===== config.mk =====
export PLATFORM = sky130hd
export DESIGN_NAME = nibble_rx
export DESIGN_NICKNAME = d
export VERILOG_FILES = /design/src/rtl/nibble_rx.sv
export SDC_FILE = /design/constraint.sdc
export NUM_CORES = 1
export LEC_CHECK = 0
export BUFFER_PORTS_ARGS = -buffer_cell sky130_fd_sc_hd__buf_2
export CORE_ASPECT_RATIO = 1.75
export CORE_MARGIN = 2
export CORE_UTILIZATION = 53
export CTS_CLUSTER_SIZE = 40
export DETAILED_ROUTE_END_ITERATION = 8
export PLACE_DENSITY = 0.8
export SYNTH_ARGS = -nofsm -noshare
export SYNTH_HDL_FRONTEND = slang
export SYNTH_SLANG_ARGS = --single-unit

===== constraint.sdc =====
create_clock -name clk -period 2.2 [get_ports clk]
set_clock_uncertainty 0.1 [all_clocks]
set_input_delay 0.11 -clock clk [delete_from_list [all_inputs] [get_ports clk]]
set_output_delay 0.11 -clock clk [all_outputs]
set_load 0.005 [all_outputs]

===== src/rtl/nibble_rx.sv =====
// Receive side of the 4-bit valid/ready nibble link.
// Assembles BEATS beats LSB-first into one word, with an idle timeout.
module nibble_rx #(
  parameter int DATA_W  = 4,
  parameter int BEATS   = 4,
  parameter int TIMEOUT = 8
) (
  input  logic                    clk,
  input  logic                    rst,
  input  logic                    valid_i,
  input  logic [DATA_W-1:0]       data_i,
  output logic                    ready_o,
  output logic                    word_valid_o,
  output logic [DATA_W*BEATS-1:0] word_o,
  input  logic                    word_ready_i,
  output logic                    timeout_o,
  output logic [7:0]              word_cnt_o
);

  localparam int WW = DATA_W * BEATS;
  localparam int CW = $clog2(BEATS);
  localparam int IW = (TIMEOUT > 1) ? $clog2(TIMEOUT) : 1;
  localparam logic [CW-1:0] LAST = CW'(BEATS - 1);
  localparam logic [IW-1:0] TO_LAST =
    IW'((TIMEOUT > 0) ? TIMEOUT - 1 : 0);

  typedef enum logic [1:0] {
    IDLE,
    COLLECT,
    HOLD
  } state_t;

  state_t          state_q, state_d;
  logic [CW-1:0]   cnt_q, cnt_d;
  logic [IW-1:0]   idle_q, idle_d;
  logic [WW-1:0]   word_q, word_d;
  logic            ready_q, ready_d;
  logic            valid_q, valid_d;
  logic            to_q, to_d;
  logic [7:0]      wcnt_q, wcnt_d;
  logic            accept;

  assign accept = valid_i & ready_q;

  always_ff @(posedge clk) begin
    if (rst) begin
      state_q <= IDLE;
      cnt_q   <= '0;
      idle_q  <= '0;
      word_q  <= '0;
      ready_q <= 1'b0;
      valid_q <= 1'b0;
      to_q    <= 1'b0;
      wcnt_q  <= '0;
    end else begin
      state_q <= state_d;
      cnt_q   <= cnt_d;
      idle_q  <= idle_d;
      word_q  <= word_d;
      ready_q <= ready_d;
      valid_q <= valid_d;
      to_q    <= to_d;
      wcnt_q  <= wcnt_d;
    end
  end

  always_comb begin
    state_d = state_q;
    cnt_d   = cnt_q;
    idle_d  = idle_q;
    word_d  = word_q;
    valid_d = valid_q;
    to_d    = 1'b0;
    wcnt_d  = wcnt_q;
    unique case (state_q)
      IDLE: begin
        if (accept) begin
          word_d[cnt_q*DATA_W +: DATA_W] = data_i;
          cnt_d   = CW'(1);
          idle_d  = '0;
          state_d = COLLECT;
        end
      end
      COLLECT: begin
        if (accept) begin
          word_d[cnt_q*DATA_W +: DATA_W] = data_i;
          idle_d = '0;
          if (cnt_q == LAST) begin
            cnt_d   = '0;
            valid_d = 1'b1;
            state_d = HOLD;
          end else begin
            cnt_d = cnt_q + 1'b1;
          end
        end else if (TIMEOUT != 0) begin
          // a beat on the deadline cycle wins over the timeout
          if (idle_q == TO_LAST) begin
            cnt_d   = '0;
            idle_d  = '0;
            to_d    = 1'b1;
            state_d = IDLE;
          end else begin
            idle_d = idle_q + 1'b1;
          end
        end
      end
      HOLD: begin
        if (word_ready_i) begin
          valid_d = 1'b0;
          wcnt_d  = wcnt_q + 8'd1;
          state_d = IDLE;
        end
      end
      default: state_d = IDLE;
    endcase
    ready_d = (state_d != HOLD);
  end

  assign ready_o      = ready_q;
  assign word_valid_o = valid_q;
  assign word_o       = word_q;
  assign timeout_o    = to_q;
  assign word_cnt_o   = wcnt_q;

endmodule


==> run_results.csv, run 1 <==
group,metric,value,unit
synth,yosys.area.top_type_share,43.4,%
clocking,clock_latency,0.29,ns
placed_design,post_dp_cell_area,0.00174,mm2
power_and_ir_drop,powerDensity,693,mW/mm2
setup_path,reg2reg_depth,5,
layout,final_core_util,64.6,%
setup_path,r2r_setup_slack,0.19,ns
sta,worst_slew_pin_slew,0.573,ns
setup_path,required,2.32,ns
sta,setup_tns,0,ns
power_and_ir_drop,power,1.28,mW
power_and_ir_drop,p_leak,0.787,nW
worst_hold_path,min_path_type,"in -> reg",
worst_hold_path,min-delay-start,"data_i[0]",
global_routing,grt_pass1_wl,5.88,mm
layout,n_fill_cell,248,
floorplanning,dieWidth,45.1,um
routing,first_pass_iters,4,
clocking,cts_max_path_buffers,2,
sta,clock.fmax,499,MHz
floorplanning,ioPinCount,35,
sta,setup_slack,0.194,ns
clocking,cts.sinks,34,
layout,fin_nets,229,
synth,syn-mean-instance-area,8.76,um2
clocking,htree_levels,2,
synth,yosysTopAreaCell,"dfxtp_1",
routing,wl,3.37,mm
clocking,cts_tree,"done",
routing,drt_iter0_markers,25,
synth,synth-seq-area-share,43.4,%
setup_path,endpoint_kind,"flop",
placed_design,pre_cts_ws,0.250,ns
clocking,ctsHoldBuffers,0,
placed_design,dp.final_hpwl,2.48,mm
floorplanning,rows,26,
sta,hold_viol,0,
synth,yosysWarnings,0,
synth,synth_edf_count,0,
placed_design,portBuffers,34,
power_and_ir_drop,irDropWorstVdd,553,uV
synth,ys_types,36,
floorplanning,die_h,76.0,um
sta,timing.final.crit_share,91.2,%
synth,syn_inst,179,
synth,async_flop_share,0,%
setup_path,critPathKind,"reg -> reg",
clocking,cts-root-buf,"clkbuf_8",
routing,num_vias,1417,
synth,syn_area,0.00157,mm2
setup_path,r2r-start,"cnt_q[0]",
clocking,path_clk_slew,0.07,ns
layout,antenna_cells,0,
floorplanning,start_util,54.8,%
synth,synth-seq-cells,34,
placed_design,dp.cells,233,
layout,area_growth,18.0,%
placed_design,place_congestion,0.789,
setup_path,worstSetupStartpointType,"flop",
floorplanning,die-area,0.00343,mm2
layout,finalNonFillerCells,241,
routing,post_drt_wl_per_cell,14.0,um
layout,finalInstanceArea,0.00185,mm2
synth,synthTopCellsByArea,"dfxtp_1 43%, a21oi_1 8.9%, ha_1 7.2%",
sta,rsz0062_at_grt,"true",
clocking,post_cts_buffers,0,
routing,drc,0,
clocking,ctsResizeCount,0,
floorplanning,core-area,0.00286,mm2
global_routing,antenna_found_initial,0,
routing,via_per_inst,5.88,
synth,synth_fp_nets,196,
run_status,status,"finished clean",
sta,post-route-min-period,2.01,ns
clocking,cts_buffers,5,
routing,ant_nets,0,
sta,whs,0.0145,ns
sta,relSlewSlack,61.8,%
setup_path,critPathMaxFanout,10,
global_routing,track_usage,22.7,%
worst_hold_path,min_to,"word_o[8]",
global_routing,grt_max_degree,34,
flow_run,max_cap_violations,0,
sta,setup_viol,0,
setup_path,crit_arrival,2.12,ns
layout,drive_gt1_share,22.1,%
setup_path,r2r-end,"word_o[13]",
sta,maxSlewViolCount,0,
synth,yosys_most_used_dff,"dfxtp_1",
global_routing,grt_pass1_vias,1391,
global_routing,overflow,0,
worst_hold_path,hold_depth,3,
## synth_stat cells (2+ instances only)
cell type	n
nor2_1	5
o21ai_0	7
nand3_1	20
or3_1	2
inv_1	6
o31ai_1	2
or4_1	2
dfxtp_1	34
and4b_1	4
nor3b_1	3
a21oi_1	28
nand2_1	23
nand4b_1	6
ha_1	9
clkbuf_1	7
## kinds of logic (layout without fill, tap and decap cells)
group | Yosys count | in the layout | share of synthesized area (%)
adders and majority gates | 9 | 9 | 7.18
DFF | 34 | 34 | 43.4
AOI/OAI and AO/OA | 40 | 40 | 13.6
buffers and inverters | 15 | 49 | 4.31
muxes | 2 | 2 | 1.36
xor gates and xnor gates | 2 | 2 | 1.12
and+or+nand+nor | 77 | 77 | 29.0
## placed cells by master, fill, tap and decap left out, types with 3 or more instances in the layout
cell / n
a21oi_1: 28
ha_1: 9
nand4b_1: 6
o21ai_0: 7
nor2_1: 5
buf_2: 34
inv_1: 6
nor3b_1: 3
nand2_1: 23
nand3_1: 20
clkbuf_8: 5
dfxtp_1: 34
and4b_1: 4
## area by class of cell
class	instances	area (um2)	area share [%]
multi-input combinational	130	820	44.3
sequential	34	681	36.8
clock inverter	3	45.0	2.44
clock buffer	5	68.8	3.72
tap	28	35.0	1.89
timing repair buffer	35	178	9.61
inverter	6	22.5	1.22
## sequential cells by signal, indices dropped and copies added, names as in the netlist
| signal | flops |
|---|---|
| ready_o | 1 |
| cnt_q | 2 |
| idle_q | 3 |
| state_q | 2 |
| timeout_o | 1 |
| word_valid_o | 1 |
| word_o | 16 |
| word_cnt_o | 8 |
## worst max-delay path by stage
stage	start	end	cells past startpoint
finish	cnt_q[0]	word_o[13]	5
global route	cnt_q[0]	word_o[3]	5
CTS	cnt_q[0]	word_o[2]	5
detailed placement	cnt_q[0]	word_o[2]	5
global placement	cnt_q[0]	word_o[14]	5
floorplan	cnt_q[0]	word_o[0]	5
## layer usage
metal | up-vias | part of all wire, % | GRT usage [%]
met3 | 12 | 5.2 | 5.71
met2 | 48 | 55 | 39.4
met4 | 0 | 3.5 | 12.6
met5 | - | 0 | 0
met1 | 655 | 37 | 22.8
li1 | 702 | - | -
## report_power, final
group	internal, mW	switching [mW]	total (mW)
logic	0.0264	0.0449	0.0713
clock network	0.337	0.239	0.576
registers	0.623	0.0109	0.634
total	0.986	0.295	1.28
## critical path, cell delays in order, from the launching register on
cell	delay [ns]
dfxtp_1	0.50
inv_1	0.14
ha_1	0.38
nor3b_1	0.50
nand3_1	0.15
a21oi_1	0.17
Note: power is estimated with default switching activity, not from simulation.
==> inputs of run 2 (changes only) <==
Settings changed: HOLD_SLACK_MARGIN from default to 0.05.
==> run_results.csv, run 2 (synthesized netlist as in run 1, its figures left out) <==
group,metric,value,unit
layout,antenna_cells,0,
global_routing,grt.busiest_layer,"met2",
setup_path,crit_arrival,2.09,ns
sta,rsz0062_at_grt,"true",
global_routing,grt_pass1_wl,6.03,mm
placed_design,dp.final_hpwl,2.48,mm
clocking,cts_buffers,5,
floorplanning,dieWidth,45.1,um
worst_hold_path,min-delay-start,"word_ready_i",
power_and_ir_drop,switching_share,22.8,%
layout,multi_input_area,820,um2
floorplanning,die-area,0.00343,mm2
power_and_ir_drop,p_seq_share,49.4,%
setup_path,endpoint_kind,"flop",
power_and_ir_drop,clkPwrFrac,44.6,%
sta,setup_viol,0,
floorplanning,die_h,76.0,um
power_and_ir_drop,power,1.28,mW
placed_design,place_congestion,0.789,
layout,largest_reg_flops,16,
setup_path,critPathKind,"reg -> reg",
power_and_ir_drop,p_int,991,uW
floorplanning,core-area,0.00286,mm2
sta,timing.final.crit_share,90.1,%
routing,post_drt_wl_per_cell,14.3,um
floorplanning,rows,26,
routing,ant_nets,0,
global_routing,antenna_found_initial,0,
routing,drc,0,
worst_hold_path,hold_depth,4,
flow_run,max_cap_violations,0,
worst_hold_path,min_to,"state_q[1]",
run_status,status,"finished clean",
setup_path,critPathMaxFanout,10,
routing,wl,3.51,mm
sta,hold_viol,0,
setup_path,r2r-end,"word_o[2]",
power_and_ir_drop,p_leak,0.804,nW
global_routing,track_usage,23.2,%
placed_design,portBuffers,34,
clocking,clock_latency,0.29,ns
setup_path,reg2reg_depth,5,
layout,final_cell_mix,"34 x dfxtp_1, 34 x buf_2, 28 x a21oi_1, 23 x nand2_1, 20 x nand3_1",
power_and_ir_drop,powerDensity,679,mW/mm2
routing,first_pass_iters,4,
layout,n_fill_cell,246,
sta,clock.fmax,504,MHz
global_routing,met2_usage,40.9,%
layout,area_growth,20.5,%
setup_path,required,2.31,ns
clocking,cts.sinks,34,
power_and_ir_drop,power.switching,293,uW
setup_path,r2r-start,"cnt_q[0]",
layout,fin_nets,233,
sta,setup_tns,0,ns
global_routing,grt_max_degree,34,
clocking,htree_levels,2,
global_routing,overflow,0,
placed_design,dp.cells,233,
floorplanning,ioPinCount,35,
clocking,path_clk_slew,0.07,ns
layout,drive_gt1_share,21.7,%
sta,maxSlewViolCount,0,
global_routing,met3_usage,5.71,%
layout,seq_area,681,um2
clocking,cts_max_path_buffers,2,
routing,via_per_inst,5.72,
routing,drt_iter0_markers,29,
global_routing,grtUsageMet1,23.1,%
layout,finalNonFillerCells,245,
worst_hold_path,min_path_type,"in -> reg",
setup_path,r2r_setup_slack,0.22,ns
sta,worst_slew_pin_slew,0.591,ns
clocking,post_cts_buffers,0,
clocking,cts-root-buf,"clkbuf_8",
power_and_ir_drop,irDropWorstVdd,552,uV
global_routing,grt_pass1_vias,1427,
setup_path,worstSetupStartpointType,"flop",
routing,num_vias,1402,
layout,final_core_util,66.0,%
sta,relSlewSlack,60.6,%
clocking,cts_tree,"done",
sta,post-route-min-period,1.98,ns
power_and_ir_drop,comb_power_share,6.0,%
floorplanning,start_util,54.8,%
==> run 2: cell count changes in the layout (fill, tap and decap cells not counted) <==
cell,delta
dlygate4sd3_1,+4
==> run 2: layout make-up <==
| cell class | count | area share [%] |
|---|---|---|
| tap | 28 | 1.85 |
| clock buffer | 5 | 3.64 |
| sequential | 34 | 36.0 |
| clock inverter | 3 | 2.38 |
| multi-input combinational | 130 | 43.4 |
| inverter | 6 | 1.19 |
| timing repair buffer | 39 | 11.5 |
==> run 2: critical path, stage by stage, from the launching register on <==
cell	delay, ns
dfxtp_1	0.50
inv_1	0.14
ha_1	0.37
nor3b_1	0.48
nand3_1	0.14
a21oi_1	0.18
==> run 2: power groups by stage <==
| stage | combinational, mW | clock, mW | sequential (mW) |
|---|---|---|---|
| after CTS | 0.0770 | 0.587 | 0.633 |
| final | 0.0775 | 0.572 | 0.633 |
| after global routing | 0.0865 | 0.609 | 0.635 |
| after detailed placement | 0.0711 | 0 | 0.648 |
| after global placement | 0.0676 | 0 | 0.646 |
| after floorplan | 0.0514 | 0 | 0.642 |
==> run 2: metrics by stage <==
step | hold slack [ns] | worst slack [ns] | area [um2]
4_1_cts | 0.0628 | 0.215 | 1890
5_1_grt | 0.0809 | -0.00839 | 1890
3_3_place_gp | 0.320 | 0.420 | 1740
6_report | 0.0693 | 0.217 | 1890
2_1_floorplan | 0.162 | 0.584 | 1570
3_5_place_dp | 0.317 | 0.250 | 1740
==> run 2: routing by layer <==
metal	part of all wire (%)	routed length [um]
met1	37	1320
met2	57	2010
met3	3.5	124
met4	1.6	56
met5	0	0
==> run 2: what timing repair did <==
item | 4_1_cts | 5_1_grt
setup endpoints to repair | 0 | 3
gates resized for setup | 0 | 0
hold buffers | 4 | 0
hold endpoints to repair | 16 | 0
==> run 2: worst max path at each step <==
stage	from	endpoint	slack, ns	cells past startpoint
3_3_place_gp	cnt_q[0]	word_o[14]	0.42	5
2_1_floorplan	cnt_q[0]	word_o[0]	0.58	5
5_1_grt	cnt_q[0]	word_o[3]	-0.008	5
3_5_place_dp	cnt_q[0]	word_o[2]	0.25	5
4_1_cts	cnt_q[0]	word_o[2]	0.21	5
6_report	cnt_q[0]	word_o[2]	0.22	5
